File: src/rtl/uart_rx_if.sv
// Receiver-side signal bundle for uart_rx.
//   rx        : serial line into the receiver (8N1, LSB first, idle high)
//   data      : last correctly framed byte
//   valid     : one-cycle pulse when data is updated
//   frame_err : one-cycle pulse when a stop bit samples 0
//   busy      : receiver is inside a frame or waiting out a break
// The slave modport is the receiver; the master modport drives the line and observes results.
interface uart_rx_if;
    logic       rx;
    logic [7:0] data;
    logic       valid;
    logic       frame_err;
    logic       busy;

    modport slave (
        input  rx,
        output data,
        output valid,
        output frame_err,
        output busy
    );

    modport master (
        output rx,
        input  data,
        input  valid,
        input  frame_err,
        input  busy
    );
endinterface

File: src/rtl/uart_rx.sv
// 8N1 UART receiver with a two-flop input synchronizer, mid-bit sampling,
// start-glitch rejection and break handling after a framing error.
//   clk : system clock, all state updates on its rising edge
//   rst : asynchronous active-low reset
//   bus : uart_rx_if.slave (rx in; data, valid, frame_err, busy out)
// CLKS_PER_BIT must be even and >= 4.
module uart_rx #(
    parameter int unsigned CLKS_PER_BIT = 16
) (
    input  logic      clk,
    input  logic      rst,
    uart_rx_if.slave  bus
);

    localparam int unsigned CntW = $clog2(CLKS_PER_BIT);
    localparam logic [CntW-1:0] CntLast = CntW'(CLKS_PER_BIT - 1);
    localparam logic [CntW-1:0] CntHalf = CntW'(CLKS_PER_BIT / 2 - 1);

    typedef enum logic [2:0] {
        StIdle,
        StStart,
        StData,
        StStop,
        StBreak
    } state_e;

    state_e          state_q, state_d;
    logic [CntW-1:0] cnt_q, cnt_d;
    logic [2:0]      bit_idx_q, bit_idx_d;
    logic [7:0]      shift_q, shift_d;
    logic [7:0]      data_q, data_d;
    logic            valid_q, valid_d;
    logic            frame_err_q, frame_err_d;
    logic            rx_meta_q;
    logic            rx_s;

    // Synchronizer flops reset to the idle line level so reset release never looks like a start.
    always_ff @(posedge clk or negedge rst) begin
        if (!rst) begin
            rx_meta_q <= 1'b1;
            rx_s      <= 1'b1;
        end else begin
            rx_meta_q <= bus.rx;
            rx_s      <= rx_meta_q;
        end
    end

    always_comb begin
        state_d     = state_q;
        cnt_d       = cnt_q + CntW'(1);
        bit_idx_d   = bit_idx_q;
        shift_d     = shift_q;
        data_d      = data_q;
        valid_d     = 1'b0;
        frame_err_d = 1'b0;

        // Every transition clears the counter so each state times from its own entry.
        unique case (state_q)
            StIdle: begin
                cnt_d = '0;
                if (!rx_s) begin
                    state_d = StStart;
                end
            end
            StStart: begin
                if (cnt_q == CntHalf) begin
                    cnt_d = '0;
                    if (!rx_s) begin
                        state_d   = StData;
                        bit_idx_d = 3'd0;
                    end else begin
                        state_d = StIdle;
                    end
                end
            end
            StData: begin
                // Entered at mid start bit, so a full bit period later is mid data bit.
                if (cnt_q == CntLast) begin
                    cnt_d     = '0;
                    shift_d   = {rx_s, shift_q[7:1]};
                    bit_idx_d = bit_idx_q + 3'd1;
                    if (bit_idx_q == 3'd7) begin
                        state_d = StStop;
                    end
                end
            end
            StStop: begin
                if (cnt_q == CntLast) begin
                    cnt_d = '0;
                    if (rx_s) begin
                        data_d  = shift_q;
                        valid_d = 1'b1;
                        state_d = StIdle;
                    end else begin
                        frame_err_d = 1'b1;
                        state_d     = StBreak;
                    end
                end
            end
            StBreak: begin
                // A held-low line must not be mistaken for a new start bit.
                cnt_d = '0;
                if (rx_s) begin
                    state_d = StIdle;
                end
            end
            default: begin
                state_d = StIdle;
                cnt_d   = '0;
            end
        endcase
    end

    always_ff @(posedge clk or negedge rst) begin
        if (!rst) begin
            state_q     <= StIdle;
            cnt_q       <= '0;
            bit_idx_q   <= 3'd0;
            shift_q     <= 8'h00;
            data_q      <= 8'h00;
            valid_q     <= 1'b0;
            frame_err_q <= 1'b0;
        end else begin
            state_q     <= state_d;
            cnt_q       <= cnt_d;
            bit_idx_q   <= bit_idx_d;
            shift_q     <= shift_d;
            data_q      <= data_d;
            valid_q     <= valid_d;
            frame_err_q <= frame_err_d;
        end
    end

    assign bus.data      = data_q;
    assign bus.valid     = valid_q;
    assign bus.frame_err = frame_err_q;
    assign bus.busy      = (state_q != StIdle);

endmodule

File: src/flat_wrapper.sv
// flat-port wrapper written by rule: the top's interface ports become plain ports
module uart_rx_flat 
#(
    parameter int unsigned CLKS_PER_BIT = 16
)
  (clk, rst, bus_rx, bus_data, bus_valid, bus_frame_err, bus_busy);
  uart_rx_if bus_i ();
  input  logic clk;
  input  logic rst;
  input wire logic [$bits(bus_i.rx)-1:0] bus_rx;
  output wire logic [$bits(bus_i.data)-1:0] bus_data;
  output wire logic [$bits(bus_i.valid)-1:0] bus_valid;
  output wire logic [$bits(bus_i.frame_err)-1:0] bus_frame_err;
  output wire logic [$bits(bus_i.busy)-1:0] bus_busy;
  assign bus_i.rx = bus_rx;
  assign bus_data = bus_i.data;
  assign bus_valid = bus_i.valid;
  assign bus_frame_err = bus_i.frame_err;
  assign bus_busy = bus_i.busy;
  uart_rx #(.CLKS_PER_BIT(CLKS_PER_BIT)) u_core (.clk(clk), .rst(rst), .bus(bus_i));
endmodule
File: config.mk
export PLATFORM = sky130hd
export DESIGN_NAME = uart_rx_flat
export DESIGN_NICKNAME = d
export VERILOG_FILES = /design/src/rtl/uart_rx_if.sv /design/src/rtl/uart_rx.sv /design/src/flat_wrapper.sv
export SDC_FILE = /design/constraint.sdc
export NUM_CORES = 1
export LEC_CHECK = 0
export ABC_AREA = 1
export BUFFER_PORTS_ARGS = -buffer_cell sky130_fd_sc_hd__buf_2
export CAP_MARGIN = 40
export CORE_ASPECT_RATIO = 0.8
export CORE_MARGIN = 2
export CORE_UTILIZATION = 55
export CTS_CLUSTER_DIAMETER = 40
export DETAILED_ROUTE_END_ITERATION = 8
export GPL_TIMING_DRIVEN = 0
export PLACE_DENSITY = 0.75
export RECOVER_POWER = 25
export SLEW_MARGIN = 40
export SYNTH_ARGS = -nofsm -noshare
export SYNTH_HDL_FRONTEND = slang
export SYNTH_SLANG_ARGS = --single-unit
File: constraint.sdc
create_clock -name clk -period 3.41 [get_ports clk]
set_clock_uncertainty 0.1 [all_clocks]
set_input_delay 0.1705 -clock clk [delete_from_list [all_inputs] [get_ports clk]]
set_output_delay 0.1705 -clock clk [all_outputs]
set_load 0.01 [all_outputs]
# [Word level (Yosys, flattened, before mapping)]
# Index checks and enable logic that the tools add are counted.
[word_totals] word_cells=55 n_memories=0 latchBits=0 romBits=0 inputBits=3 ram_bits=0 output_inout_bits=11 regBits=30
[op_classes] magnitude_cmp=0 multipliers=0 n_div=0 n_reduce_logical=8 bitwise=0 mux=22 shifts=0 n_eq_ne=14 n_addsub=2
[ops] operator="$mux 3" count=10
[ops] operator="$pmux 3 s5" count=1
[ops] operator="$ne 2x1->1 const B" count=5
[ops] operator="$mux 4" count=2
[ops] operator="$pmux 4 s2" count=1
[ops] operator="$eq 3x2->1 const B" count=2
[ops] operator="$eq 3x3->1 const B" count=2
[ops] operator="$mux 1" count=6
[ops] operator="$pmux 3 s2" count=1
[ops] operator="$reduce_and 6->1" count=1
[ops] operator="$add 4x1->4 const B" count=1
[ops] operator="$eq 4x3->1 const B" count=1
[ops] operator="$eq 4x4->1 const B" count=1
[ops] operator="$ne 2x2->1 const B" count=2
[ops] operator="$reduce_and 4->1" count=1
[ops] operator="$add 3x1->3 const B" count=1
[ops] operator="$eq 3x1->1 const B" count=1
[ops] operator="$logic_not 3->1" count=1
[ops] operator="$reduce_and 3->1" count=1
[ops] operator="$reduce_bool 3->1" count=1
[ops] operator="$mux 2" count=1
[ops] operator="$reduce_and 2->1" count=1
[ops] operator="$reduce_bool 2->1" count=1
[ops] operator="$reduce_or 2->1" count=1

# [Logic depth before layout (Yosys ltp)]
[depth] word_depth=4 ltp_mapped=9 mapped_depth_nobuf=9

# [Least setup slack after synthesis]
# Ideal clock, no wire load.
[synth_timing] path_type="flip-flop to flip-flop" start="register u_core.cnt_q[0]" end="register u_core.data_q[4] (netlist: u_core.bus.data[4])" arrival_time_ns=1.139 t_required_ns=3.192 setup_time_ns=0.118 path_buffers=1 setup_slack_ns=2.054 path_stages_with_launch=8 period_less_slack_ns=1.356 path_cell_list="dfrtp_1 ha_1 nand3_1 inv_2 nand3_4 buf_6 nand2_1 o21ai_2"
[synth_via] elab_chain_cells=2
[synth_rtl] element="start, declared" line_no="uart_rx.sv:28" source="logic [CntW-1:0] cnt_q, cnt_d;"
[synth_rtl] element="start signal, assigned" line_no="uart_rx.sv:125" source="cnt_q <= cnt_d;"
[synth_rtl] element="$eq 4x4->1" line_no="uart_rx.sv:88" source="if (cnt_q == CntLast) begin"
[synth_rtl] element="$reduce_and 3->1 (no source line)"
[synth_rtl] element="end signal, assigned" line_no="uart_rx.sv:128" source="data_q <= data_d;"
[synth_rtl] element="end, declared" line_no="uart_rx.sv:31" source="logic [7:0] data_q, data_d;"
# No other way between the ends.
# A chain may end at the register's enable or synchronous reset.

==> flow_summary.ini <==
[die]
design.portCount = 14
die-width_um = 59.14
start_util_pct = 59.89
placeableCoreArea_mm2 = 0.002233
fp.dieArea_mm2 = 0.002845
die_y_um = 48.11
core.rowCount = 15

[job]
max-cap-violations = 1

[clock_tree]
clk_pin_slew_worst_paths_ns = 0.09
cts.path.max_buffers = 2
ctsHtreeMaxLevel = 2
ctsRootBufferMaster = sky130_fd_sc_hd__clkbuf_4
cts_post_setup_buffers_inserted = 0
cts_tree = built
clock_sinks = 30
num_cts_buffers = 5
worstSkewPairLatency_ns = 0.33

[logic_synthesis]
postSynthCellCount = 138
syn_area_mm2 = 0.001338
ys_ff_latch = 30
synth.avg_cell_area_um2 = 9.692
yosys_cell_types = 21
ys.warnings.count = 0
synth_fp_nets = 144
synth_seq_area_share_pct = 56.31

[power_and_ir_drop]
power_density_mw_per_mm2 = 596.7
maximum_ir_drop_on_the_vdd_rail_mv = 0.2984
report.power.total_mw = 0.9027
static-leakage-power_nw = 0.7909

[layout]
layout-area-overhead-vs-synth_pct = 13.10
finish.cell_count_without_fillers = 186
antenna_cells = 0
final_layout_size_suffix_gt1_share_pct = 27.33
fillers = 180
sequential_cell_area_um2 = 753.2
layout.core_utilization_pct = 67.73
multi_input_area_um2 = 498.0
net_count_reported_at_finish = 166

[sta]
timing.final.setup_violations = 0
worst_slew_margin_rel_pct = -3.331
slew_violations = 31
report.final.hold_viol_count = 0
hold_ws_ns = 0.2676
min_period_ns = 1.758
min_period_over_period_pct = 51.56
grt_setup_unrepaired = no
fmaxAchievable_mhz = 568.7
fin_tns_setup_ns = 0
worst-slew-pin-transition_ns = 1.550

[placed_design]
routabilityCongestion = 0.8090
port_buffers = 13
placed_cells_incl_taps = 176
place.detailed.hpwl_um = 1595

[run_status]
violations = capacitance limit, slew limit
outcome = complete, but fails checks

[detailed_routing]
post_drt_wl_per_cell_um = 12.22
drt_wl_total_um = 2272
ant_nets = 0
drt-vias-per-instance = 5.237
drt-pass1-iter-count = 5
num_vias = 974
drc_errors = 0
initialDrtViolationCount = 40

[setup_path]
critical_path.n_buffers_inverters = 2
worst-setup-path-type = in -> async
timing.critical_path.max_delay_family = buffers and inverters
kind_of_start_point_of_the_critical_path = input port
end_kind = async pin
cpPeakStageDelay_ns = 1.12
worst-endpoint-arrival_ns = 1.82
crit_path_cell_trace = dlygate4sd3_1 -> clkbuf_1
worstPathMaxFanout = 30
required_ns = 3.47
slowest_stage = sky130_fd_sc_hd__clkbuf_1

[global_routing]
grt_start_max_net_pins = 31
first_global_vias = 857
gr_overflow_total = 0
antenna_violations_before_repair = 0
grt_pass1_wl_um = 3726
track_usage_pct = 18.86

[hold_path]
hold_path_class = reg -> reg
## where the power goes
group	switching [mW]	internal [mW]	total [mW]
clock	0.116	0.0997	0.216
combinational	0.157	0.0918	0.249
sequential	0.0456	0.392	0.438
## sequential cells by signal (all words and copies together), names as in the netlist
| name | cells |
|---|---|
| u_core.bus.data | 8 |
| u_core.shift_q | 8 |
| u_core.cnt_q | 4 |
| u_core.bit_idx_q | 3 |
| u_core.state_q | 3 |
| u_core.bus.frame_err | 1 |
| u_core.bus.valid | 1 |
| u_core.rx_meta_q | 1 |
| u_core.rx_s | 1 |
## metrics by stage
step / setup slack (ns) / area (um2)
global placement: 1.924 / 1434
finish: 1.652 / 1513
detailed placement: 1.881 / 1434
CTS: 1.843 / 1514
global route: 1.313 / 1513
floorplan: 2.054 / 1338
## worst register-to-register path, delay by kind of cell, from the launching register on
family	cells	cell delay [ns]
adders and majority gates	1	0.21
buffers and inverters	1	0.15
DFF	1	0.39
and+or+nand+nor	6	0.60
## routing by layer
layer,track usage (%),part of all wire [%],vias up
met5,0,0,-
met4,6.818,2.4,0
met3,8.753,5.4,6
met2,30.22,47,28
met1,22.98,45,457
li1,-,-,483
## what timing repair did
item / CTS / global route
hold buffers: 2 / 0
resized for setup: 0 / 0
setup endpoints to repair: 0 / 0
hold endpoints to repair: 29 / 0
## cells in the mapped netlist
cell,n,share of area [%]
sky130_fd_sc_hd__nand2_1,36,10
sky130_fd_sc_hd__dfrtp_1,28,52
sky130_fd_sc_hd__inv_1,15,4.2
sky130_fd_sc_hd__nand3_1,9,3.4
sky130_fd_sc_hd__o21ai_1,8,3.0
sky130_fd_sc_hd__nor2_1,7,2.0
sky130_fd_sc_hd__o21ai_2,7,4.6
sky130_fd_sc_hd__nand2_2,4,1.9
sky130_fd_sc_hd__ha_1,3,2.8
sky130_fd_sc_hd__nor2_2,3,1.4
sky130_fd_sc_hd__nor2_4,3,2.5
sky130_fd_sc_hd__buf_6,2,1.7
sky130_fd_sc_hd__dfstp_2,2,3.9
sky130_fd_sc_hd__inv_2,2,0.56
sky130_fd_sc_hd__nor3b_1,2,1.1
sky130_fd_sc_hd__o21ai_0,2,0.75
sky130_fd_sc_hd__nand2_4,1,0.84
sky130_fd_sc_hd__nand3_4,1,1.3
sky130_fd_sc_hd__nand3b_1,1,0.56
sky130_fd_sc_hd__nor3_1,1,0.37
sky130_fd_sc_hd__xor2_1,1,0.65
## logic make-up after synthesis
kind of cell	Yosys count	share of synthesized area, %
AO/OA/AOI/OAI	17	8.326
XOR/XNOR	1	0.6549
adder cells (fa/ha/maj)	3	2.807
buffers and inverters	19	6.454
flip-flops	30	56.31
AND/OR/NAND/NOR	68	25.44
## path summary, 6_finish.rpt
check,cells past startpoint,to,start,slack (ns)
max,2,u_core.shift_q[0],rst,1.65
min in group asynchronous,2,u_core.state_q[0],rst,0.65
min reg2reg,0,u_core.rx_s,u_core.rx_meta_q,0.27
max in group clk,8,u_core.bit_idx_q[1],u_core.cnt_q[0],1.87
max reg2reg,8,u_core.bit_idx_q[1],u_core.cnt_q[0],1.87
min,0,u_core.rx_s,u_core.rx_meta_q,0.27
## layout make-up
cell class	count	area share, %
repair buffers	15	5.542
clock inverters	1	0.3309
clock buffers	7	3.639
well taps	25	2.068
multi-input cells	89	32.92
flip-flops and latches	30	49.79
plain buffers	2	1.489
inverters	17	4.218
## placed cells by master, fill, tap and decap left out, types with 2 or more instances in the layout
master / n
sky130_fd_sc_hd__nand2_2: 4
sky130_fd_sc_hd__nor2_4: 3
sky130_fd_sc_hd__o21ai_1: 8
sky130_fd_sc_hd__buf_2: 12
sky130_fd_sc_hd__clkbuf_1: 2
sky130_fd_sc_hd__nor3b_1: 2
sky130_fd_sc_hd__clkbuf_4: 5
sky130_fd_sc_hd__o21ai_2: 7
sky130_fd_sc_hd__nor2_2: 3
sky130_fd_sc_hd__inv_2: 2
sky130_fd_sc_hd__nor2_1: 7
sky130_fd_sc_hd__dfrtp_1: 28
sky130_fd_sc_hd__ha_1: 3
sky130_fd_sc_hd__nand3_1: 9
sky130_fd_sc_hd__nand2_1: 36
sky130_fd_sc_hd__buf_6: 2
sky130_fd_sc_hd__dfstp_2: 2
sky130_fd_sc_hd__inv_1: 15
sky130_fd_sc_hd__o21ai_0: 2
sky130_fd_sc_hd__dlygate4sd3_1: 2
No activity file was read; power rests on OpenSTA's default activity.
